==> config.mk <==
export PLATFORM = sky130hd
export DESIGN_NAME = ps2_rx_controller
export DESIGN_NICKNAME = d
export VERILOG_FILES = /design/src/rtl/ps2_rx_controller.sv
export SDC_FILE = /design/constraint.sdc
export NUM_CORES = 1
export LEC_CHECK = 0
export CORE_UTILIZATION = 40
export DETAILED_ROUTE_END_ITERATION = 7
export PLACE_DENSITY = 0.58
export RECOVER_POWER = 25
export SLEW_MARGIN = 20
export SYNTH_ARGS = -nofsm -noshare
export SYNTH_HDL_FRONTEND = slang
export SYNTH_SLANG_ARGS = --single-unit
==> constraint.sdc <==
create_clock -name clk -period 2.71 [get_ports clk]
set_clock_uncertainty 0.15 [all_clocks]
set_input_delay 0.542 -clock clk [delete_from_list [all_inputs] [get_ports clk]]
set_output_delay 0.542 -clock clk [all_outputs]
set_load 0.03 [all_outputs]
==> src/rtl/ps2_rx_controller.sv <==
// ps2_rx_controller
// Receives 11-bit PS/2 device-to-host frames (start, 8 data LSB first, parity,
// stop) from debounced kclk/kdata lines and presents each good byte on a
// valid/ready output. Bad or stalled frames pulse frame_err; a good byte that
// arrives while the previous one is still undelivered is dropped with an
// overrun pulse.
//
// Optional build macro: PS2_PARITY_CHECK_EN
//   defined   - parity bit checked as odd parity over the data byte; a
//               mismatch is reported as frame_err and the byte is not delivered.
//   undefined - parity bit is clocked past and ignored; only the stop bit
//               decides frame validity.

module ps2_rx_controller #(
    parameter int TIMEOUT_CYCLES = 20000
) (
    input  logic       clk,
    input  logic       rst_n,
    input  logic       kclk,
    input  logic       kdata,
    output logic [7:0] code,
    output logic       code_valid,
    input  logic       code_ready,
    output logic       frame_err,
    output logic       overrun,
    output logic       busy
);

    // Idle counter is at least 15 bits wide, wider only if the timeout needs it.
    localparam int IDLE_W = ($clog2(TIMEOUT_CYCLES) > 15) ? $clog2(TIMEOUT_CYCLES) : 15;
    localparam logic [IDLE_W-1:0] TIMEOUT_LAST = IDLE_W'(TIMEOUT_CYCLES - 1);

    localparam logic [1:0] S_IDLE   = 2'd0;
    localparam logic [1:0] S_DATA   = 2'd1;
    localparam logic [1:0] S_PARITY = 2'd2;
    localparam logic [1:0] S_STOP   = 2'd3;

    // Synchroniser and edge-detect flops. They reset to 1 because both PS/2
    // lines idle high, so release from reset never looks like a falling edge.
    logic kclk_meta;
    logic kclk_sync;
    logic kclk_prev;
    logic kdata_meta;
    logic kdata_sync;

    // Frame receiver state.
    logic [1:0]        state;
    logic [2:0]        bit_cnt;
    logic [7:0]        shift_reg;
    logic [IDLE_W-1:0] idle_cnt;

    // Per-cycle events derived from the receiver state.
    logic kclk_fall;
    logic timeout;
    logic parity_ok;
    logic frame_good;
    logic frame_bad;

    // Two-flop synchronisers on both lines plus one delayed copy of kclk.
    // NOTE: every clocked block uses non-blocking assignments so the flops
    // update together and the chain really is three stages, not one.
    always_ff @(posedge clk or negedge rst_n) begin
        if (!rst_n) begin
            kclk_meta  <= 1'b1;
            kclk_sync  <= 1'b1;
            kclk_prev  <= 1'b1;
            kdata_meta <= 1'b1;
            kdata_sync <= 1'b1;
        end else begin
            kclk_meta  <= kclk;
            kclk_sync  <= kclk_meta;
            kclk_prev  <= kclk_sync;
            kdata_meta <= kdata;
            kdata_sync <= kdata_meta;
        end
    end

    assign kclk_fall = kclk_prev & ~kclk_sync;

    // A stalled frame times out only on a cycle with no falling edge, so a
    // late-but-valid edge landing on the last allowed cycle still wins.
    assign timeout = (state != S_IDLE) && !kclk_fall && (idle_cnt == TIMEOUT_LAST);

`ifdef PS2_PARITY_CHECK_EN
    logic parity_bit;

    // Captures the parity bit so it can be checked when the stop bit arrives.
    always_ff @(posedge clk or negedge rst_n) begin
        if (!rst_n) begin
            parity_bit <= 1'b0;
        end else if ((state == S_PARITY) && kclk_fall) begin
            parity_bit <= kdata_sync;
        end
    end

    // Odd parity: data plus parity bit must hold an odd number of ones.
    assign parity_ok = ^{shift_reg, parity_bit};
`else
    assign parity_ok = 1'b1;
`endif

    assign frame_good = (state == S_STOP) && kclk_fall &&  (kdata_sync && parity_ok);
    assign frame_bad  = (state == S_STOP) && kclk_fall && !(kdata_sync && parity_ok);

    // Frame FSM: start bit, eight data bits LSB first, parity, stop.
    always_ff @(posedge clk or negedge rst_n) begin
        if (!rst_n) begin
            state     <= S_IDLE;
            bit_cnt   <= 3'd0;
            shift_reg <= 8'h00;
        end else begin
            case (state)
                S_IDLE: begin
                    // A falling edge with data high is line noise, not a start bit.
                    if (kclk_fall && !kdata_sync) begin
                        state   <= S_DATA;
                        bit_cnt <= 3'd0;
                    end
                end
                S_DATA: begin
                    if (kclk_fall) begin
                        shift_reg <= {kdata_sync, shift_reg[7:1]};
                        bit_cnt   <= bit_cnt + 3'd1;
                        if (bit_cnt == 3'd7) begin
                            state <= S_PARITY;
                        end
                    end
                end
                S_PARITY: begin
                    if (kclk_fall) begin
                        state <= S_STOP;
                    end
                end
                S_STOP: begin
                    if (kclk_fall) begin
                        state <= S_IDLE;
                    end
                end
                default: begin
                    state <= S_IDLE;
                end
            endcase

            // Abandon the partial frame when the keyboard clock stalls.
            if (timeout) begin
                state <= S_IDLE;
            end
        end
    end

    // Inter-edge watchdog: runs only inside a frame, cleared by every kclk fall.
    always_ff @(posedge clk or negedge rst_n) begin
        if (!rst_n) begin
            idle_cnt <= '0;
        end else if ((state == S_IDLE) || kclk_fall || timeout) begin
            idle_cnt <= '0;
        end else begin
            idle_cnt <= idle_cnt + 1'b1;
        end
    end

    // Output register with valid/ready hand-off and one-cycle status pulses.
    always_ff @(posedge clk or negedge rst_n) begin
        if (!rst_n) begin
            code       <= 8'h00;
            code_valid <= 1'b0;
            frame_err  <= 1'b0;
            overrun    <= 1'b0;
        end else begin
            frame_err <= frame_bad | timeout;
            overrun   <= 1'b0;
            if (frame_good) begin
                // The slot is free if empty or being emptied this very cycle.
                if (!code_valid || code_ready) begin
                    code       <= shift_reg;
                    code_valid <= 1'b1;
                end else begin
                    overrun <= 1'b1;
                end
            end else if (code_valid && code_ready) begin
                code_valid <= 1'b0;
            end
        end
    end

    assign busy = (state != S_IDLE);

endmodule

# Word-level counts from Yosys, hierarchy flattened
# Index checks and enable logic that the tools add are counted.
# totals
out_inout_bits	12
reg_bits	44
elab_cells	69
inputBits	5
# classes
eq_ne	13
n_mux	16
n_reduce_logical	22
bitwise	3
n_addsub	2
# ops
cell	n
$add 15x1->15 const B	1
$eq 15x15->1 const B	1
$mux 15	1
$ne 3x3->1 const B	5
$mux 2	6
$pmux 2 s4	1
$logic_and 1x1->1	7
$mux 3	2
$pmux 3 s2	1
$reduce_and 2->1	3
$reduce_bool 2->1	3
$mux 1	5
$reduce_and 5->1	1
$eq 2x2->1 const B	2
$ne 2x2->1 const B	2
$add 3x1->3 const B	1
$eq 3x3->1 const B	1
$logic_not 1->1	3
$logic_or 1x1->1	3
$reduce_and 3->1	1
$eq 2x1->1 const B	1
$logic_not 2->1	1
$ne 2x1->1 const B	1
$and 1x1->1	1
2 further kinds	2

# Longest topological paths before layout
# Gate-level depths: netlist (run 1).
# logic_depth
ltp_word	7
mapped_depth	7

# Worst setup path before layout (run 1)
# No wires, ideal clock.
# synth_path
path_type	register to register
from	register kclk_prev
to	register code[0]
arrival_ps	1487
path_stages_with_launch	7
setup_slack_ps	948
path_buffers	2
required_ps	2435
cell_sequence	dfstp_2 -> nor2b_1 -> buf_2 -> nand3_1 -> nor2b_1 -> buf_2 -> mux2_2
# synth_between
elab_chain_len	4
# synth_lines
item	line	text
start, declared	42	logic kclk_prev;
start signal, assigned	72	kclk_prev <= kclk_sync;
$and 1x1->1	78	assign kclk_fall = kclk_prev & ~kclk_sync;
$logic_and 1x1->1 (2 in series)	102	assign frame_good = (state == S_STOP) && kclk_fall && (kdata_sync && parity_ok);
$reduce_and 2->1 (no source line)	n/a	
end signal, assigned	175	code <= shift_reg;
end, declared	21	output logic [7:0] code,
# No other way between the ends.
# A chain may end at the register's enable or synchronous reset.

# Final worst setup path (run 1)
# layout_path
from	register state[0]
to	output port busy
# layout_between
elab_chain_len	1
# layout_lines
item	line	text
start, declared	47	logic [1:0] state;
start signal, assigned	108	state <= S_IDLE;
start signal, assigned	116	state <= S_DATA;
start signal, assigned	125	state <= S_PARITY;
$reduce_bool 2->1	186	assign busy = (state != S_IDLE);
end, declared	26	output logic busy
# No other way between the ends.

==> results of run 1 <==
-- cells in the mapped netlist, drive strengths merged, types with 2 or more instances --
master and number:
buf 4, nand2 9, a22o 2, ha 8, and4 3, inv 4
a21oi 4, nor2b 2, and3 3, mux2 17, xor2 10, nand4 5
dfrtp 39, nor2 15, nand3 7, nor3 2, nor4 2, nor4b 2
dfstp 5, o21ai 3
-- cells in the final DEF (no fill, tap or decap), types with 2 or more instances in the layout --
cell and count:
a21oi_1 4, a22o_1 2, and3_1 3, and4_1 3
buf_4 2, clkbuf_1 3, clkbuf_8 5, clkdlybuf4s50_1 13
dfrtp_1 39, dfstp_2 4, dlygate4sd3_1 3, ha_1 8
inv_1 4, mux2_2 17, nand2_1 8, nand3_1 7
nand4_1 5, nor2_1 15, nor2b_1 2, nor3_1 2
nor4_1 2, nor4b_1 2, o21ai_0 3, xor2_1 10
-- per-stage QoR --
step / power (mW) / instance area, µm² / utilization, % / hold slack, ns / cells
6_report: 2.047 / 2245 / 50.17 / 0.2100 / 233
3_5_place_dp: 1.577 / 2132 / 47.65 / 0.1997 / 224
2_1_floorplan: 1.350 / 1908 / - / 0.09641 / 157
5_1_grt: 2.181 / 2245 / 50.17 / 0.2167 / 233
4_1_cts: 2.083 / 2253 / 50.36 / 0.2121 / 233
3_3_place_gp: 1.532 / 2132 / 47.65 / 0.1982 / 224
-- metal layers --
layer	track usage (%)	share of wire (%)	up-vias
li1	-	-	597
met1	17.57	46	614
met2	24.25	49	16
met3	4.274	3.2	6
met4	6.000	1.7	0
met5	0	0	-
-- cell type report --
class                   instances  area [µm²]  area share [%]
well taps                      52       65.06           2.899
clock buffers                   5       68.82           3.066
inverters                       4       15.01          0.6689
flip-flops and latches         44        1107           49.33
clock inverters                 3       42.54           1.895
repair buffers                 21       186.4           8.305
multi-input cells             104       759.5           33.84
-- timing repair --
action	4_1_cts	5_1_grt
hold endpoints to repair	12	0
hold buffers	1	0
buffers inserted	0	0
-- cells by family (layout without fill, tap and decap cells) --
family | Yosys count | count (layout) | synth area share (%)
fa+ha+maj | 8 | 8 | 5.246
buf+inv | 9 | 33 | 2.163
compound gates | 13 | 13 | 4.328
xor+xnor | 11 | 11 | 5.049
simple gates | 55 | 55 | 15.15
mux | 17 | 17 | 10.03
flops | 44 | 44 | 58.03
-- where the power goes --
group	switching, mW	total [mW]	internal (mW)
sequential	0.106	0.920	0.814
clock	0.217	0.489	0.272
combinational	0.345	0.637	0.292
-- final timing paths --
path / startpoint / to
max: state[0]$_DFFE_PN0P_ / busy
min: kdata_meta$_DFF_PN1_ / kdata_sync$_DFF_PN1_
max reg2reg: kclk_prev$_DFF_PN1_ / code[1]$_DFFE_PN0P_
min reg2reg: kdata_meta$_DFF_PN1_ / kdata_sync$_DFF_PN1_
max in group asynchronous: rst_n / shift_reg[3]$_DFFE_PN0P_
min in group asynchronous: rst_n / idle_cnt[5]$_DFF_PN0_
==> metrics.yaml, run 1 <==
worst_setup_path:
  cp.arrival_ns: 1.79
  crit_chain: "inv_1 > ha_1 > inv_1 > clkdlybuf4s50_1"
  reg2reg_depth: 6
  crit_required_ns: 2.02
  start_kind: "flip-flop"
  worst-path-buf-inv: 3
  path_depth: 4
  critPathSlowestCell: "clkdlybuf4s50_1"
  crit_family: "buffers and inverters"
  max_stage_delay_ns: 0.65
  path_common_cell: "inv_1"
  criticalPathCategory: "reg2out"
  critPathMaxFanout: 6
  cp-end-kind: "primary output"
  reg2reg_slack_ns: 0.66
floorplan:
  start_util_pct: 42.65
  core_um2: 4474
  num_rows: 24
  die_w_um: 71.07
  die-area_um2: 5050
  io_pins: 17
  die_h_um: 71.07
clocking:
  clock_sinks: 44
  cts_tree: "yes"
  cts_root_buf: "clkbuf_8"
  numCtsBuffers: 5
  clock_path_buffers: 2
  cts.repair.resized: 0
  cts_max_level: 2
  path_clk_slew_ns: 0.08
  clock_latency_ns: 0.29
power_and_ir_drop:
  vdd_drop_max_mv: 0.5273
  leakagePower_nw: 1.022
  power_density_nw_per_um2: 911.8
place:
  dpl_worst_slack_ns: 0.5518
  io_buffers: 16
  dp_hpwl_mm: 2.408
  place_congestion: 0.8457
run:
  drv_cap: 0
timing:
  worst_pin_slew_ns: 0.7864
  fin_ws_ns: 0.2244
  post-route-period-util_pct: 91.72
  setup_violations: 0
  rsz0062_at_grt: "false"
  tns_ns: 0
  final_hold_viol_count: 0
  period_needed_ns: 2.486
  max_freq_mhz: 402.3
  drv_slew: 0
  relSlewSlack_pct: 47.57
grt:
  grt_overflow_total: 0
  antenna_found_initial: 0
  grt_pass1_vias: 1264
  track_usage_pct: 14.49
  grt_pass1_wl_mm: 5.602
  grt_max_degree: 18
synthesis:
  yosysUniqueCellTypes: 33
  ys_ff_latch: 44
  synth_area_leader_cell: "dfrtp_1"
  syn_area_per_cell_um2: 12.15
  synth_enable_flop_cells: 0
  async_reset_ff_share_pct: 100.0
  synth_area_leaders: "dfrtp_1 51%, mux2_2 10%, dfstp_2 6.9%"
  synthFlopType: "dfrtp_1"
  netlist.area_leader.share_pct: 51.15
  syn_inst: 157
  synth_fp_nets: 170
  yosysWarnings: 0
  yosysSeqAreaShare_pct: 58.03
  synthesis.area_um2: 1908
drt:
  drcViolationCount: 0
  vias_per_cell: 5.292
  antenna_left: 0
  wirelength_mm: 3.265
  routedWlPerCell_um: 14.01
  drtPass1Iterations: 2
  num_vias: 1233
  drtIter0Drc: 33
worst_hold_path:
  whs_path_depth: 0
  min-delay-path-class: "reg2reg"
layout:
  fill_cells: 405
  largest_reg_flops: 15
  syn_to_final_growth_pct: 17.64
  final_nets: 193
  drive_gt1_share_pct: 18.23
  antennaDiodeCount: 0
outcome:
  status: "finished clean"
No activity file was read; power rests on OpenSTA's default activity.
==> inputs of run 2 (changes only) <==
Settings changed: ABC_AREA set to 1.
==> metrics.yaml, run 2 <==
outcome:
  status: "finished clean"
drt:
  drtPass1Iterations: 4
  num_vias: 1481
  wirelength_mm: 3.815
  drtIter0Drc: 99
  antenna_left: 0
  vias_per_cell: 4.657
  drcViolationCount: 0
  routedWlPerCell_um: 12.00
synthesis:
  yosysMostFrequentCell: "nand2_1"
  synth_area_leader_cell: "dfrtp_1"
  async_reset_ff_share_pct: 100.0
  synth_fp_nets: 240
  yosysWarnings: 0
  synthFlopType: "dfrtp_1"
  yosysUniqueCellTypes: 30
  syn_inst: 227
  netlist.area_leader.share_pct: 47.07
  synth_top_cells_by_count: "44 x nand2_1, 39 x dfrtp_1, 34 x nor2_1, 26 x inv_1"
  synthesis.area_um2: 2073
  ys_ff_latch: 44
  syn_area_per_cell_um2: 9.133
  synth_enable_flop_cells: 0
  yosysSeqAreaShare_pct: 53.41
  synth_area_leaders: "dfrtp_1 47%, nand2_1 8.0%, dfstp_2 6.3%"
timing:
  relSlewSlack_pct: 42.08
  drv_slew: 0
  timing.hold.ws_ns: 0.2145
  period_needed_ns: 2.525
  final_hold_viol_count: 0
  post-route-period-util_pct: 93.16
  worst_pin_slew_ns: 0.8687
  max_freq_mhz: 396.1
  rsz0062_at_grt: "false"
  setup_violations: 0
  tns_ns: 0
worst_setup_path:
  path_common_cell: "inv_1"
  crit_family: "buffers and inverters"
  critPathMaxFanout: 4
  worst-path-buf-inv: 3
  criticalPathCategory: "reg2out"
  cp-end-kind: "primary output"
  crit_required_ns: 2.02
  critPathSlowestCell: "clkdlybuf4s50_1"
  crit_chain: "inv_1 > ha_1 > inv_1 > clkdlybuf4s50_1"
  start_kind: "flip-flop"
  max_stage_delay_ns: 0.67
  cp.arrival_ns: 1.83
power_and_ir_drop:
  vdd_drop_max_mv: 0.4723
  pwr-share-comb_pct: 34.0
  p_switching_uw: 789.6
  p_sw_share_pct: 36.68
  seq_power_share_pct: 41.9
  power_density_nw_per_um2: 889.7
  leakagePower_nw: 1.109
  p_clk_share_pct: 24.1
  internal_power_mw: 1.363
floorplan:
  die_h_um: 74.00
  die-area_um2: 5475
  core_um2: 4848
  io_pins: 17
  start_util_pct: 42.76
  die_w_um: 74.00
  num_rows: 25
grt:
  antenna_found_initial: 0
  grt_overflow_total: 0
  grt_max_degree: 19
  grt_pass1_wl_mm: 6.713
  track_usage_pct: 16.23
  grt_pass1_vias: 1502
layout:
  mostFrequentLayoutCells: "44 x nand2_1, 39 x dfrtp_1, 34 x nor2_1"
  mostFrequentLayoutCell: "nand2_1"
  drive_gt1_share_pct: 11.55
  fill_cells: 453
  syn_to_final_growth_pct: 16.72
  final_nets: 263
  antennaDiodeCount: 0
  largest_reg_flops: 15
  regArea_um2: 1107
  multi_input_area_um2: 829.5
clocking:
  clock_latency_ns: 0.30
  clock_path_buffers: 2
  cts_tree: "yes"
  clock_sinks: 44
  numCtsBuffers: 5
  path_clk_slew_ns: 0.09
  cts_max_level: 2
  cts_root_buf: "clkbuf_8"
place:
  io_buffers: 16
  dp_hpwl_mm: 2.752
  place_congestion: 0.8210
run:
  drv_cap: 0
worst_hold_path:
  min-delay-path-class: "reg2reg"
==> run 2: kinds of logic (layout without fill, tap and decap cells) <==
logic type      Yosys count  after routing  synth area share (%)
compound gates           24             24                 6.518
xor+xnor                  5              5                 2.112
fa+ha+maj                 8              8                 4.828
buf+inv                  32             56                 6.578
flops                    44             44                 53.41
simple gates            114            114                 26.55
==> run 2: final timing paths <==
check                                     start                        to  slack, ns  cells past startpoint
max in group asynchronous                 rst_n  shift_reg[3]$_DFFE_PN0P_       0.54                      3
max reg2reg                state[1]$_DFFE_PN0P_    bit_cnt[0]$_DFFE_PN0P_       0.95                      6
min reg2reg                 kclk_meta$_DFF_PN1_       kclk_sync$_DFF_PN1_       0.21                      0
max                        state[0]$_DFFE_PN0P_                      busy       0.19                      4
min                         kclk_meta$_DFF_PN1_       kclk_sync$_DFF_PN1_       0.21                      0
min in group asynchronous                 rst_n       code[6]$_DFFE_PN0P_       0.65                      2
==> run 2: layout make-up <==
| class | count | area share (%) |
|---|---|---|
| Clock buffer | 5 | 2.844 |
| Clock inverter | 3 | 1.913 |
| Inverter | 29 | 4.498 |
| Multi-Input combinational cell | 151 | 34.28 |
| Sequential cell | 44 | 45.76 |
| Tap cell | 67 | 3.464 |
| Timing Repair Buffer | 19 | 7.239 |
==> run 2: power by group through the flow <==
| stage | clock, mW | sequential, mW | combinational (mW) |
|---|---|---|---|
| floorplan | 0 | 1.01 | 0.399 |
| global placement | 0 | 0.915 | 0.717 |
| detailed placement | 0 | 0.913 | 0.736 |
| CTS | 0.535 | 0.903 | 0.742 |
| global route | 0.560 | 0.924 | 0.824 |
| finish | 0.518 | 0.903 | 0.732 |
==> run 2: timing repair <==
action | 4_1_cts | 5_1_grt
hold buffers | 1 | 0
resized for setup | 0 | 0
buffers inserted | 0 | 0
hold endpoints to repair | 11 | 0
==> run 2: metrics by stage <==
step | total power [mW] | std cells | utilization [%] | cell area (µm²) | setup WS (ns)
floorplan | 1.410 | 227 | - | 2073 | 1.120
global placement | 1.631 | 309 | 47.43 | 2300 | 0.5738
detailed placement | 1.649 | 309 | 47.43 | 2300 | 0.5205
CTS | 2.180 | 318 | 50.01 | 2425 | 0.1789
global route | 2.308 | 318 | 49.91 | 2420 | 0.07633
finish | 2.153 | 318 | 49.91 | 2420 | 0.1853
==> run 2: metal layers <==
layer	wire length, µm	vias up	GRT usage (%)
li1	-	762	-
met1	1943	696	22.82
met2	1692	17	23.74
met3	131	6	4.743
met4	47	0	6.197
met5	0	-	0
==> inputs of run 3 (changes only) <==
Settings changed: GPL_ROUTABILITY_DRIVEN set to 0.
==> results of run 3 <==
No change in the layout: final DEF, timing and power equal those of run 2.
